$ cat config.mk
export PLATFORM = sky130hd
export DESIGN_NAME = mul_div_unit
export DESIGN_NICKNAME = d
export VERILOG_FILES = /design/src/rtl/mul_div_unit.sv
export SDC_FILE = /design/constraint.sdc
export NUM_CORES = 1
export LEC_CHECK = 0
export ABC_CLOCK_PERIOD_IN_PS = 6600
export CORE_UTILIZATION = 45
export CTS_CLUSTER_SIZE = 20
export DETAILED_ROUTE_END_ITERATION = 7
export PLACE_DENSITY = 0.62
export SYNTH_ARGS = -nofsm -noshare
export SYNTH_HDL_FRONTEND = slang
export SYNTH_SLANG_ARGS = --single-unit
export TNS_END_PERCENT = 20
$ cat constraint.sdc
create_clock -name clk -period 6.6 [get_ports clk]
set_input_delay 1.32 -clock clk [delete_from_list [all_inputs] [get_ports clk]]
set_output_delay 1.32 -clock clk [all_outputs]
set_load 0.02 [all_outputs]
$ cat src/rtl/mul_div_unit.sv
// Iterative RV32M multiply/divide unit: radix-2 shift-add multiply and restoring
// divide, one iteration per clock, with sign correction applied in a final cycle.
module mul_div_unit #(
   parameter int DATA_WIDTH = 32,
   parameter int ITER_BITS  = 5
) (
   input  logic                  clk,
   input  logic                  reset,
   input  logic                  start,
   input  logic                  kill,
   input  logic [2:0]            funct3,
   input  logic [DATA_WIDTH-1:0] operandA,
   input  logic [DATA_WIDTH-1:0] operandB,
   input  logic [4:0]            desRegisterIn,
   output logic                  busy,
   output logic                  resultValid,
   output logic [DATA_WIDTH-1:0] result,
   output logic [4:0]            desRegister
);

   localparam int W = DATA_WIDTH;
   localparam logic [W-1:0] MIN_NEG = {1'b1, {(W-1){1'b0}}};

   typedef enum logic [1:0] {IDLE, CALC, FINISH} state_t;

   state_t state, state_next;

   logic [ITER_BITS-1:0] count;
   logic [2:0]           op;
   logic [4:0]           rd;
   logic                 neg_a, neg_b;
   logic                 special;
   logic [W-1:0]         special_value;
   logic [W-1:0]         addend;
   logic [2*W-1:0]       acc;

   logic         accept, a_signed, b_signed, div_zero, overflow, fast;
   logic [W-1:0] abs_a, abs_b, special_next;
   logic [W:0]   mul_sum, div_shifted;
   logic         div_ge;
   logic [W-1:0] div_sub;
   logic [2*W-1:0] prod_fix;
   logic [W-1:0] quo_fix, rem_fix, final_value;

   assign busy = (state != IDLE);
   assign accept = (state == IDLE) && start && !kill;

   // Operand decode at the start edge: signedness, magnitudes and fast-path results
   always_comb begin
      a_signed = (funct3 != 3'b011) && (funct3 != 3'b101) && (funct3 != 3'b111);
      b_signed = (funct3 == 3'b000) || (funct3 == 3'b001) || (funct3 == 3'b100) || (funct3 == 3'b110);
      abs_a    = (a_signed && operandA[W-1]) ? -operandA : operandA;
      abs_b    = (b_signed && operandB[W-1]) ? -operandB : operandB;
      div_zero = funct3[2] && (operandB == '0);
      overflow = ((funct3 == 3'b100) || (funct3 == 3'b110)) && (operandA == MIN_NEG) && (operandB == '1);
      fast     = div_zero || overflow;
      if (div_zero)
         special_next = funct3[1] ? operandA : '1;
      else
         special_next = funct3[1] ? '0 : MIN_NEG;
   end

   // One iteration of each algorithm; acc holds {product} or {remainder, quotient}
   always_comb begin
      mul_sum     = {1'b0, acc[2*W-1:W]} + (acc[0] ? {1'b0, addend} : '0);
      div_shifted = {acc[2*W-1:W], acc[W-1]};
      div_ge      = div_shifted >= {1'b0, addend};
      div_sub     = div_shifted[W-1:0] - addend;
   end

   always_comb begin
      prod_fix = (neg_a ^ neg_b) ? -acc : acc;
      quo_fix  = (neg_a ^ neg_b) ? -acc[W-1:0] : acc[W-1:0];
      rem_fix  = neg_a ? -acc[2*W-1:W] : acc[2*W-1:W];
      if (special)
         final_value = special_value;
      else if (op[2])
         final_value = op[1] ? rem_fix : quo_fix;
      else if (op == 3'b000)
         final_value = prod_fix[W-1:0];
      else
         final_value = prod_fix[2*W-1:W];
   end

   always_ff @(posedge clk or posedge reset) begin
      if (reset)
         state <= IDLE;
      else
         state <= state_next;
   end

   always_comb begin
      state_next = state;
      case (state)
         IDLE:    if (accept) state_next = fast ? FINISH : CALC;
         CALC:    if (kill) state_next = IDLE;
                  else if (count == '0) state_next = FINISH;
         FINISH:  state_next = IDLE;
         default: state_next = IDLE;
      endcase
   end

   always_ff @(posedge clk or posedge reset) begin
      if (reset) begin
         count         <= '0;
         op            <= '0;
         rd            <= '0;
         neg_a         <= 1'b0;
         neg_b         <= 1'b0;
         special       <= 1'b0;
         special_value <= '0;
         addend        <= '0;
         acc           <= '0;
         result        <= '0;
         desRegister   <= '0;
         resultValid   <= 1'b0;
      end else begin
         resultValid <= 1'b0;
         if (accept) begin
            op            <= funct3;
            rd            <= desRegisterIn;
            neg_a         <= a_signed && operandA[W-1];
            neg_b         <= b_signed && operandB[W-1];
            special       <= fast;
            special_value <= special_next;
            count         <= ITER_BITS'(W-1);
            addend        <= funct3[2] ? abs_b : abs_a;
            acc           <= {{W{1'b0}}, funct3[2] ? abs_a : abs_b};
         end else if (state == CALC && !kill) begin
            if (op[2])
               acc <= div_ge ? {div_sub, acc[W-2:0], 1'b1} : {div_shifted[W-1:0], acc[W-2:0], 1'b0};
            else
               acc <= {mul_sum, acc[W-1:1]};
            if (count != '0)
               count <= count - 1'b1;
         end else if (state == FINISH && !kill) begin
            result      <= final_value;
            desRegister <= rd;
            resultValid <= 1'b1;
         end
      end
   end

endmodule

# Yosys cells after proc, flatten, opt, wreduce, memory -nomap -nowiden

Cells that the tools add are included.

Register bits: 184
Bits of input ports: 76
Output and inout bits: 39
Logic and storage cells: 96

Add/subtract/negate cells: 8
$lt $le $gt $ge: 1
Equality and inequality tests: 12
Muxes and demuxes: 30
Bitwise operators: 3
Reductions and logical operators: 29

Operators by type and width:

| cell                 | number |
|---|---|
| $mux 32              | 14 |
| $mux 64              | 5 |
| $neg 32->32          | 4 |
| $eq 32x32->1 const B | 2 |
| $neg 64->64          | 1 |
| $add 32x32->33       | 1 |
| $ge 33x32->1         | 1 |
| $logic_not 32->1     | 1 |
| $sub 32x32->32       | 1 |
| $mux 5               | 3 |
| $logic_and 1x1->1    | 11 |
| $ne 3x3->1 const B   | 3 |
| $mux 2               | 4 |
| $eq 3x3->1 const B   | 2 |
| $logic_not 3->1      | 2 |
| $reduce_bool 2->1    | 3 |
| $logic_not 5->1      | 1 |
| $logic_or 1x1->1     | 5 |
| $reduce_bool 5->1    | 1 |
| $sub 5x1->5 const B  | 1 |
| $pmux 2 s2           | 1 |
| $reduce_and 2->1     | 2 |
| $eq 3x1->1 const B   | 1 |
| $mux 1               | 3 |
| other kinds (9)      | 10 |

# Depth between registers and ports, before layout

Word-level depth: 8
Gate-level depth with buffers: 15
Gate-level depth less buffers: 13

# Least setup slack after synthesis

Ideal clock, no wire load.

Path kind: input to register
From: in operandA[7]
To: reg acc[23]
Library setup time: 0.090 ns
Arrival: 3.617 ns
Required time: 6.510 ns
Setup slack: 2.892 ns
Stages on the path: 9
Path buffers: 0
Path through: or4_1 or4b_2 nor4_2 nand2_1 nor2_1 nor2_1 xnor2_1 mux2_2 o221ai_1

Cells in the longest elaborated chain, start to end: 4

Ends and longest elaborated chain:

| element              | RTL line | RTL |
|---|---|---|
| from (decl)          | 12       | `input logic [DATA_WIDTH-1:0] operandA,` |
| $neg 32->32          | 52       | `abs_a = (a_signed && operandA[W-1]) ? -operandA : operandA;` |
| $mux 32              | 52       |  |
| $mux 32              | 128      | `acc <= {{W{1'b0}}, funct3[2] ? abs_a : abs_b};` |
| $mux 64              | 119      | `if (accept) begin` |
| to (signal assigned) | 128      |  |
| to (signal assigned) | 131      | `acc <= div_ge ? {div_sub, acc[W-2:0], 1'b1} : {div_shifted[W-1:0], acc[W-2:0], 1'b0};` |
| to (signal assigned) | 133      | `acc <= {mul_sum, acc[W-1:1]};` |
| to (decl)            | 35       | `logic [2*W-1:0] acc;` |

No other way between the ends.
A chain may end at the register's enable or synchronous reset.

# Worst setup path in the final report

From: reg acc[0]
To: reg acc[60]

Cells in the longest elaborated chain, start to end: 5

Ends and longest elaborated chain:

| element        | RTL line | RTL |
|---|---|---|
| $mux 32        | 65       | `mul_sum = {1'b0, acc[2*W-1:W]} + (acc[0] ? {1'b0, addend} : '0);` |
| $add 32x32->33 | 65       |  |
| $mux 64        | 130      | `if (op[2])` |
| $mux 64        | 129      | `end else if (state == CALC && !kill) begin` |
| $mux 64        | 119      |  |

No other way between the ends. The select of a mux whose other input is x is not followed.

==> impl_results.md <==
* Status: finished, violations left
* Failing checks: design-rule violations
* Worst Path Required at ~6900 ps
* CTS Root Cell: clkbuf_16
* Adder-Cell Fraction of Synth Area at 0.0563
* Unrepaired setup endpoints after global routing: no
* Min-delay worst type: reg -> reg
* Area leader, netlist: dfrtp_1
* Max Slew Vio Count at 0
* Post-synth EDFFs at 0
* Synth-to-Final Area Change at 12.0%
* Port-buffer cells at around 110
* RD Place Congestion at 1.00
* Initial Utilization at 0.460
* Top FF cell, synth: dfrtp_1
* Post-Synth XOR/XNOR Area at 0.0999
* Power per cell area at approximately 470 nW/um^2
* Hold Vio Cnt, Final at 0
* Yosys cell types at 69
* Most frequent cells in the layout: nand2_1, nor2_1, o21ai_0, dfrtp_1, a21oi_1
* Mapped Nets at between 2000 and 2500
* Simple-Gate Fraction of Synth Area at 0.223
* Fin nets at between 2000 and 2500
* Share of cells above drive strength 1 at 0.0457
* Max Fclk at 222 MHz
* First-pass GRT wire length at between 90000 and 100000 um
* Setup bufs post-CTS at 0
* P_leak at about 7.7 nW
* HPWL after detailed placement at between 40000 and 50000 um
* Layout Skew at 13.1 ps
* Mean post-synth cell area at approximately 7.6 sq um
* Worst-path fanout max at 18
* Setup total negative slack at 0 ps
* Non-filler cells, final at roughly 2700
* CTS Sinks at 184
* Final period util at 0.684
* # hold bufs at CTS at 0
* Kind of critical path: reg -> reg
* Min cycle time layout at approximately 4500 ps
* Mapped Cells at ~2200
* H-tree levels at 4
* CTS tree: yes
* Yosys warning total at 0
* Largest cells by area after synthesis: dfrtp_1, nand2_1, xnor2_1, o21ai_0, a21oi_1
* Vias in the first global route at roughly 16000
* Initial antenna violation count at 2
* Commonest non-fill, non-tap cell in the layout: nand2_1
* Top-area cell type share of the netlist area at 0.279
* Compound-Gate Fraction of Synth Area at 0.252
* Multiplexer area fraction after synthesis at 0.0370
* Async SR Flop Fraction at 1.00
* Dpl ws at approximately 1900 ps
* Main combinational cell family by area after synthesis: compound AO/OA/AOI/OAI gates
* Drt first pass iters at 8
* R2R Setup Slk at ~2100 ps
* Rel. slew slack at 0.201
* Mapped Area at ~16000 sq um
* Final Worst Setup Slack at 2090 ps
* Die area at roughly 37000 sq um
* CTS Buffer Depth at 2
* FP Rows at 69
* Grt total ovfl at 0
* TritonCTS Buffers at 17
* Total detailed-routing wirelength at around 63000 um
* Resize count post-CTS at 0
* Core Area at 35800 sq um
* Max_cap viols at 0
* Placed cells at 2617
* Endpoints failing setup at 0
* Initial detailed-routing violation count at 1983
* Worst-Margin Slew at ~1200 ps
* Number of synthesized register bits at approximately 180
* Reg clk slew, reported paths at ~70 ps
* Max VDD drop at about 0.27 mV
* IO Pins at ~120
* DRC at 2
* Critical Path End Type: flip-flop
* DR vias/cell at 6.46
* Via count at approximately 17000
* Die Width at around 190 um
* Drt wl/cell at 23.7 um
* Die Y at just under 200 um
* Clk Latency, worst-skew pair at roughly 460 ps
* GRT Total Usage at 0.334
* Type of origin of the critical path: flip-flop
* Seq/Total Area, Yosys at 0.279
* Arrival @ worst endpoint at around 4800 ps
* Routed Antenna Nets at 0
* Maximum number of pins on one net before global-route repair at around 90
==> where the power goes <==
group,internal [mW],switching (mW),leakage [nW]
Combinational,2.05,3.37,5.06
Clock,0.586,0.496,0.291
Sequential,1.49,0.698,2.35
Total,4.13,4.56,7.70
==> layout make-up <==
| class | instances | area [sq um] |
|---|---|---|
| Timing Repair Buffer | 144 | 1360 |
| Inverter | 72 | 275 |
| Fill cell | 3461 | 17400 |
| Multi-Input combinational cell | 1756 | 11000 |
| Clock buffer | 21 | 460 |
| Sequential cell | 184 | 4610 |
| Antenna cell | 2 | 5.00 |
| Clock inverter | 11 | 136 |
| Tap cell | 461 | 577 |
==> stage by stage <==
stage               hold slack [ps]  utilization  instance area, sq um  total power, mW
floorplan                       439            -                 16500             5.70
global placement                448        0.499                 17900             7.34
detailed placement              458        0.499                 17900             7.41
CTS                             476        0.515                 18500             8.51
global route                    497        0.515                 18500             9.23
finish                          474        0.515                 18500             8.69
==> path summary, 6_finish.rpt <==
| check | to | from | depth (start not counted) |
|---|---|---|---|
| worst min-delay path | desRegister[4] | rd[4] | 2 |
| worst max register to register | acc[60] | acc[0] | 13 |
| worst min register to register | desRegister[4] | rd[4] | 2 |
| min in group asynchronous | special_value[1] | reset | 2 |
| max in group asynchronous | special_value[3] | reset | 3 |
| worst max-delay path | acc[60] | acc[0] | 13 |
==> sequential cells by signal, summed over array words and instances (netlist names) <==
register and flops:
special_value 32, acc 64, special 1, resultValid 1
state 2, neg_a 1, desRegister 5, op 3
addend 32, count 5, rd 5, result 32
neg_b 1
==> worst max-delay path, stage by stage (launching register included) <==
cell and delay, ps:
dfrtp_1 500, inv_1 420, buf_4 350, nor2_1 80, ha_1 400, nand4_1 180, nor3_1 300, nand2_1 170
a2111oi_0 970, o21ai_0 280, nand2_1 170, a31oi_1 120, mux2i_1 280, o211ai_1 150
==> per-layer routing <==
layer  up-vias  share of wire  routed length [um]  global-route usage
met5         -        0.00017                  11             0.00128
met2       926           0.43               27300               0.501
li1       7840              -                   -                   -
met3       138          0.098                6200              0.0640
met1      8232           0.43               27200               0.472
met4         2          0.036                2270               0.130
==> synthesized netlist by cell type (all sizes together), types with 5 or more instances <==
cell type / instances
nor2b: 42
and3: 15
or2: 15
a21o: 24
o21bai: 8
mux2: 7
a32oi: 5
xnor2: 110
clkbuf: 143
and4: 7
or4: 16
o221ai: 46
inv: 71
dfrtp: 184
or3: 28
o211ai: 39
a21oi: 181
o21a: 11
buf: 13
o41ai: 9
nor4b: 7
nor3: 52
ha: 71
xor2: 78
and2: 9
a22oi: 11
nand2: 273
a221o: 9
nor3b: 5
o2111ai: 5
nor4: 22
mux2i: 53
a211oi: 11
nand2b: 11
a31oi: 29
nand3: 48
nor2: 188
nand4: 24
a221oi: 7
o31ai: 50
o21ai: 185
==> logic make-up (layout without fill, tap and decap cells) <==
family	after synthesis	after routing
compound gates	661	661
xor+xnor	188	188
fa+ha+maj	73	73
buf+inv	228	248
flops	184	184
mux	60	60
other cells	0	2
simple gates	774	774
(Power assumes the default switching activity.)
==> RTL change 1 (config.mk and constraints unchanged) <==
`ITER_BITS`: 5 -> 10.
--- a/src/rtl/mul_div_unit.sv
+++ b/src/rtl/mul_div_unit.sv
@@ -4,3 +4,3 @@
    parameter int DATA_WIDTH = 32,
-   parameter int ITER_BITS  = 5
+   parameter int ITER_BITS  = 10
 ) (
Formal check against the unedited RTL: no difference found for any inputs over 4 cycles, from zero or initial values and one cycle with reset high; that may be too few to reach the edited logic, so the function may still have changed.
==> RTL change 1 against the original RTL <==
The run still ends with DRC left. Synthesized area down 0.43%. Register-to-register slack better by 0.22 ns. Sequential cell count up 5. Routed wire length down 7.9%. Power down 22%. Design area down 0.72%. Setup slack worse by 0.58 ns. Hold slack worse by 0.0061 ns. Die area down 0.43%. Highest routed layer is now met4. Synthesized cell count down 2.2%.
==> RTL change 1: results (changes against the original RTL) <==
status finished with violations (unchanged); worst hold path type reg -> reg (unchanged); Clock Path Buffers 2 (unchanged); Worst R2R End acc[33] (was acc[60]); R2R Setup Slk 2.31 ns (was 2.09 ns); Fin Clk Skew 0.0136 ns (was 0.0131 ns); Hold Crit Endpoint desRegister[2] (was desRegister[4]); Leakage 0.00773 µW (was 0.00770 µW); VDD IR max 0.211 mV (was 0.267 mV); Top FF cell, synth dfrtp_1 (unchanged); hold path cells 2 (unchanged); gp weighted congestion 0.943 (was 1.00); most instantiated cells after synthesis 254 x nand2_1, 201 x o21ai_0, 189 x dfrtp_1, 174 x a21oi_1, 173 x nor2_1 (was 273 x nand2_1, 188 x nor2_1, 184 x dfrtp_1, 183 x o21ai_0, 181 x a21oi_1); CTS root buf clkbuf_16 (unchanged); vias in the first global route 14.5k (was 15.7k); failing checks DRC (unchanged); final hold violations 0 (unchanged); Slew headroom 21.8% (was 20.1%); Synth Warn # 0 (unchanged); Final #Nets 2260 (was 2324); asr flop ratio synth 100% (unchanged); Gate Count Post-Synth 2120 (was 2168); Worst-Skew Late Latency 0.46 ns (about the same); share of cells above drive strength 1 4.38% (was 4.57%); largest net degree at the start of global routing 103 (was 89); global-route wire length before repair 88100 µm (was 96000 µm); CTS hold repair buffers 0 (unchanged); Clock Pin Slew Worst Setup and Hold Paths 0.07 ns (about the same); Inserted Clock Buffers 17 (unchanged); Largest register FFs 64 (unchanged); Reg2Reg Launch Point acc[43] (was acc[0]); antenna cell count 0 (was 2); Synth area leaders dfrtp_1 29%, xnor2_1 6.5%, o21ai_0 6.1% (was dfrtp_1 28%, nand2_1 6.2%, xnor2_1 5.8%); Vias 15.8k (was 17.1k); fill cell count 3515 (was 3461); GRT Overall Usage 31.6% (was 33.4%); WP data arrival 5.43 ns (was 4.84 ns); htree depth 4 (unchanged); First-pass DRT Iterations 8 (unchanged); WL final 58000 µm (was 62900 µm); dpl hpwl 44500 µm (was 47700 µm); initial antenna violation count 0 (was 2); Hold Startpoint rd[2] (was rd[4]); worst r2r path cells 12 (was 13); Distinct cells, synth 74 (was 69); crit path max fanout 11 (was 18); Routed Antenna Nets 0 (unchanged); Final Non-Filler Cells 2585 (was 2651); post-CTS setup buffers 0 (unchanged); 1st-iter DRT viols 1311 (was 1983); # DRC 4 (was 2); placed inst area 17700 µm² (was 17900 µm²); Seq/Total Area, Yosys 28.8% (was 27.9%); Top reg by flops acc (unchanged)
RTL change 1: changes by cell type in the layout (fill, tap and decap cells not counted), moves of 10 or more:
cell	before	now
nor3_1	51	34
nand3b_1	3	21
xnor2_1	109	121
nor2_1	186	171
nand3_1	48	31
o221ai_1	46	33
o21ai_0	183	201
xor2_1	77	88
nand2_1	273	254
a211oi_1	11	21
a21o_1	24	40
o211ai_1	38	24
RTL change 1: worst max-delay path: stages:
cell and delay (ns):
clkdlybuf4s50_1 0.53, nor4_1 0.57, nand3_1 0.20, or3_1 0.40, or3_1 0.34, nor4_1 0.47, and2_1 0.26, nand4b_1 0.61
and3_1 0.47, or2_2 0.27
RTL change 1: report_power, final:
part | switching [µW] | internal [µW]
combinational | 2240 | 1540
sequential | 521 | 1360
clock | 499 | 613
RTL change 1: worst max path at each step:
stage                 from                 to  slack (ns)  cells after the start
6_report       operandB[2]           state[0]        1.51                     10
5_1_grt        operandB[2]  special_value[31]        1.16                     11
4_1_cts        operandB[2]           state[0]        1.62                     10
3_5_place_dp   operandB[2]           state[0]        1.14                     10
3_3_place_gp   operandB[2]           state[0]        1.19                     10
2_1_floorplan        reset             acc[0]        0.14                      1
RTL change 1: routing by layer:
layer  vias to the layer above  track usage, %  wire, µm
met3                        81            4.74      3740
met2                       578            46.7     25000
met5                         -               0         0
met1                      7594            45.7     27000
li1                       7569               -         -
met4                         0            13.3      2280
RTL change 1: area by class of cell:
cell class,instances,area [µm²],area share [%]
multi-input combinational,1696,10800,59.0
clock buffer,21,450,2.46
inverter,71,274,1.49
tap,461,577,3.15
clock inverter,10,153,0.833
sequential,189,4730,25.8
timing repair buffer,137,1320,7.21
RTL change 1: metrics by stage:
stage / hold slack, ns / worst slack [ns]
floorplan: 0.439 / 0.138
CTS: 0.471 / 1.62
global placement: 0.449 / 1.19
global route: 0.498 / 1.16
finish: 0.467 / 1.51
detailed placement: 0.453 / 1.14
RTL change 1: cell families after synthesis:
group           after synthesis  share of synthesized area [%]
flops                       189                           28.8
compound gates              659                           24.9
simple gates                698                           20.5
mux                          57                           3.54
xor+xnor                    210                           11.2
fa+ha+maj                    72                           5.58
buf+inv                     235                           5.51
==> RTL change 2 (same flow settings) <==
Without the edit above. Register the inputs `start`, `kill`, `operandA`, `operandB` and `desRegisterIn` before use, without a reset. The logic sees them one clock later. The other inputs are not delayed to match.
--- a/src/rtl/mul_div_unit.sv
+++ b/src/rtl/mul_div_unit.sv
@@ -25,2 +25,16 @@
 
+   logic start_q;
+   logic kill_q;
+   logic [DATA_WIDTH-1:0] operandA_q;
+   logic [DATA_WIDTH-1:0] operandB_q;
+   logic [4:0] desRegisterIn_q;
+
+   always_ff @(posedge clk) begin
+      start_q         <= start;
+      kill_q          <= kill;
+      operandA_q      <= operandA;
+      operandB_q      <= operandB;
+      desRegisterIn_q <= desRegisterIn;
+   end
+
    state_t state, state_next;
@@ -45,3 +59,3 @@
    assign busy = (state != IDLE);
-   assign accept = (state == IDLE) && start && !kill;
+   assign accept = (state == IDLE) && start_q && !kill_q;
 
@@ -51,9 +65,9 @@
       b_signed = (funct3 == 3'b000) || (funct3 == 3'b001) || (funct3 == 3'b100) || (funct3 == 3'b110);
-      abs_a    = (a_signed && operandA[W-1]) ? -operandA : operandA;
-      abs_b    = (b_signed && operandB[W-1]) ? -operandB : operandB;
-      div_zero = funct3[2] && (operandB == '0);
-      overflow = ((funct3 == 3'b100) || (funct3 == 3'b110)) && (operandA == MIN_NEG) && (operandB == '1);
+      abs_a    = (a_signed && operandA_q[W-1]) ? -operandA_q : operandA_q;
+      abs_b    = (b_signed && operandB_q[W-1]) ? -operandB_q : operandB_q;
+      div_zero = funct3[2] && (operandB_q == '0);
+      overflow = ((funct3 == 3'b100) || (funct3 == 3'b110)) && (operandA_q == MIN_NEG) && (operandB_q == '1);
       fast     = div_zero || overflow;
       if (div_zero)
-         special_next = funct3[1] ? operandA : '1;
+         special_next = funct3[1] ? operandA_q : '1;
       else
@@ -95,3 +109,3 @@
          IDLE:    if (accept) state_next = fast ? FINISH : CALC;
-         CALC:    if (kill) state_next = IDLE;
+         CALC:    if (kill_q) state_next = IDLE;
                   else if (count == '0) state_next = FINISH;
@@ -120,5 +134,5 @@
             op            <= funct3;
-            rd            <= desRegisterIn;
-            neg_a         <= a_signed && operandA[W-1];
-            neg_b         <= b_signed && operandB[W-1];
+            rd            <= desRegisterIn_q;
+            neg_a         <= a_signed && operandA_q[W-1];
+            neg_b         <= b_signed && operandB_q[W-1];
             special       <= fast;
@@ -128,3 +142,3 @@
             acc           <= {{W{1'b0}}, funct3[2] ? abs_a : abs_b};
-         end else if (state == CALC && !kill) begin
+         end else if (state == CALC && !kill_q) begin
             if (op[2])
@@ -135,3 +149,3 @@
                count <= count - 1'b1;
-         end else if (state == FINISH && !kill) begin
+         end else if (state == FINISH && !kill_q) begin
             result      <= final_value;
Function: changed (a bounded check fails within 4 cycles, from zero or initial values and one cycle with reset high).
==> RTL change 2 against the original RTL <==
Design area grew 9.8%. Routed wire length grew 0.64%. Final cell count grew 4.6%. Setup slack gained 0.15 ns. Sequential share of layout area grew 4.8 points. Critical path depth is the same. Die area grew 8.2%. Highest routed layer is now met4. Synthesized area grew 8.2%. Power grew 11%. Sequential cell count grew 71. Critical endpoint is now acc[58].
==> RTL change 2: results (changes against the original RTL) <==
status finished, final reports clean (was finished with violations); IO buf count 114 (unchanged); WL/cell 22.8 µm (was 23.7 µm); share of cells above drive strength 1 4.75% (was 4.57%); metal3 WL 4470 µm (was 6200 µm); asr flop ratio synth 72.2% (was 100%); Top reg by flops acc (unchanged); Synth Warn # 0 (unchanged); gp weighted congestion 0.943 (was 1.00); dpl hpwl 47500 µm (was 47700 µm); Max stage delay on crit path 0.87 ns (was 0.97 ns); Largest register FFs 64 (unchanged); WP data arrival 4.81 ns (was 4.84 ns); Final #Nets 2381 (was 2324); fill cell count 3802 (was 3461); 1st-iter DRT viols 1589 (was 1983); Place WS 2.35 ns (was 1.91 ns); placed inst area 19300 µm² (was 17900 µm²); multiplexer share of the synthesized area 3.70% (about the same); VDD IR max 0.210 mV (was 0.267 mV); Leakage 0.00840 µW (was 0.00770 µW); # DRC 0 (was 2); PostCTS Resize Cnt 0 (unchanged); Worst-Skew Late Latency 0.61 ns (was 0.46 ns); Clock Pin Slew Worst Setup and Hold Paths 0.06 ns; Synth Area in XOR/XNOR 9.77% (was 9.99%); largest net degree at the start of global routing 101 (was 89); met1 wire length 27500 µm (was 27200 µm); Synth area leaders dfrtp_1 26%, dfxtp_1 8.0%, nand2_1 6.0% (was dfrtp_1 28%, nand2_1 6.2%, xnor2_1 5.8%); compound-gate portion of the synthesized area 23.0% (was 25.2%); Vias 17.1k (about the same); CTS root buf clkbuf_16 (unchanged); Fin Clk Skew 0.0412 ns (was 0.0131 ns); First-pass DRT Iterations 6 (was 8); adder-cell area share of the yosys netlist 5.20% (was 5.63%); crit path max fanout 7 (was 18); most instantiated cells after synthesis 284 x nand2_1, 188 x o21ai_0, 184 x dfrtp_1, 182 x nor2_1, 173 x a21oi_1 (was 273 x nand2_1, 188 x nor2_1, 184 x dfrtp_1, 183 x o21ai_0, 181 x a21oi_1); Inserted Clock Buffers 29 (was 17); Vias/cell 6.15 (was 6.46); post-CTS setup buffers 0 (unchanged); Mean Syn Cell Area 8.03 µm² (was 7.60 µm²); GRT Overall Usage 30.9% (was 33.4%); vias in the first global route 16.4k (was 15.7k); Inst Count DP 2719 (was 2617); antenna cell count 0 (was 2); initial antenna violation count 0 (was 2); Seq/Total Area, Yosys 33.8% (was 27.9%); Slew headroom 24.4% (was 20.1%); Critical-path top delay cell a2111oi_0 (unchanged); htree depth 1 (was 4); Clock Path Buffers 3 (was 2); worst hold path type reg -> reg (unchanged); global-route wire length before repair 97800 µm (was 96000 µm); Distinct cells, synth 71 (was 69); length of routed met2 wiring 28300 µm (was 27300 µm); CP delay by family, top compound AO/OA/AOI/OAI gates (unchanged); top sig layer met4 (was met5)
RTL change 2: final cells by class:
cell class	count	area, µm²	share of cell area, %
clock buffers	42	836	4.12
multi-input cells	1737	11000	54.2
inverters	69	267	1.32
flip-flops and latches	255	6030	29.7
clock inverters	12	169	0.834
well taps	518	648	3.20
repair buffers	140	1330	6.57
RTL change 2: routing by layer:
layer  vias up  GRT usage [%]
li1       7993              -
met1      8209           42.6
met2       722           48.4
met3       134           4.44
met4         0           13.4
met5         -              0
RTL change 2: final timing paths:
check | from | slack, ns | end | cells past startpoint
min reg2reg | desRegisterIn_q[4] | 0.41 | rd[4] | 2
min in group asynchronous | reset | 1.20 | desRegister[2] | 2
max reg2reg | acc[31] | 2.24 | acc[58] | 13
min | desRegisterIn_q[4] | 0.41 | rd[4] | 2
max | acc[31] | 2.24 | acc[58] | 13
max in group asynchronous | reset | 4.11 | special_value[10] | 3
RTL change 2: power by group:
group	internal [µW]	switching, µW
Combinational	2080	3150
Clock	1000	712
Sequential	1940	722
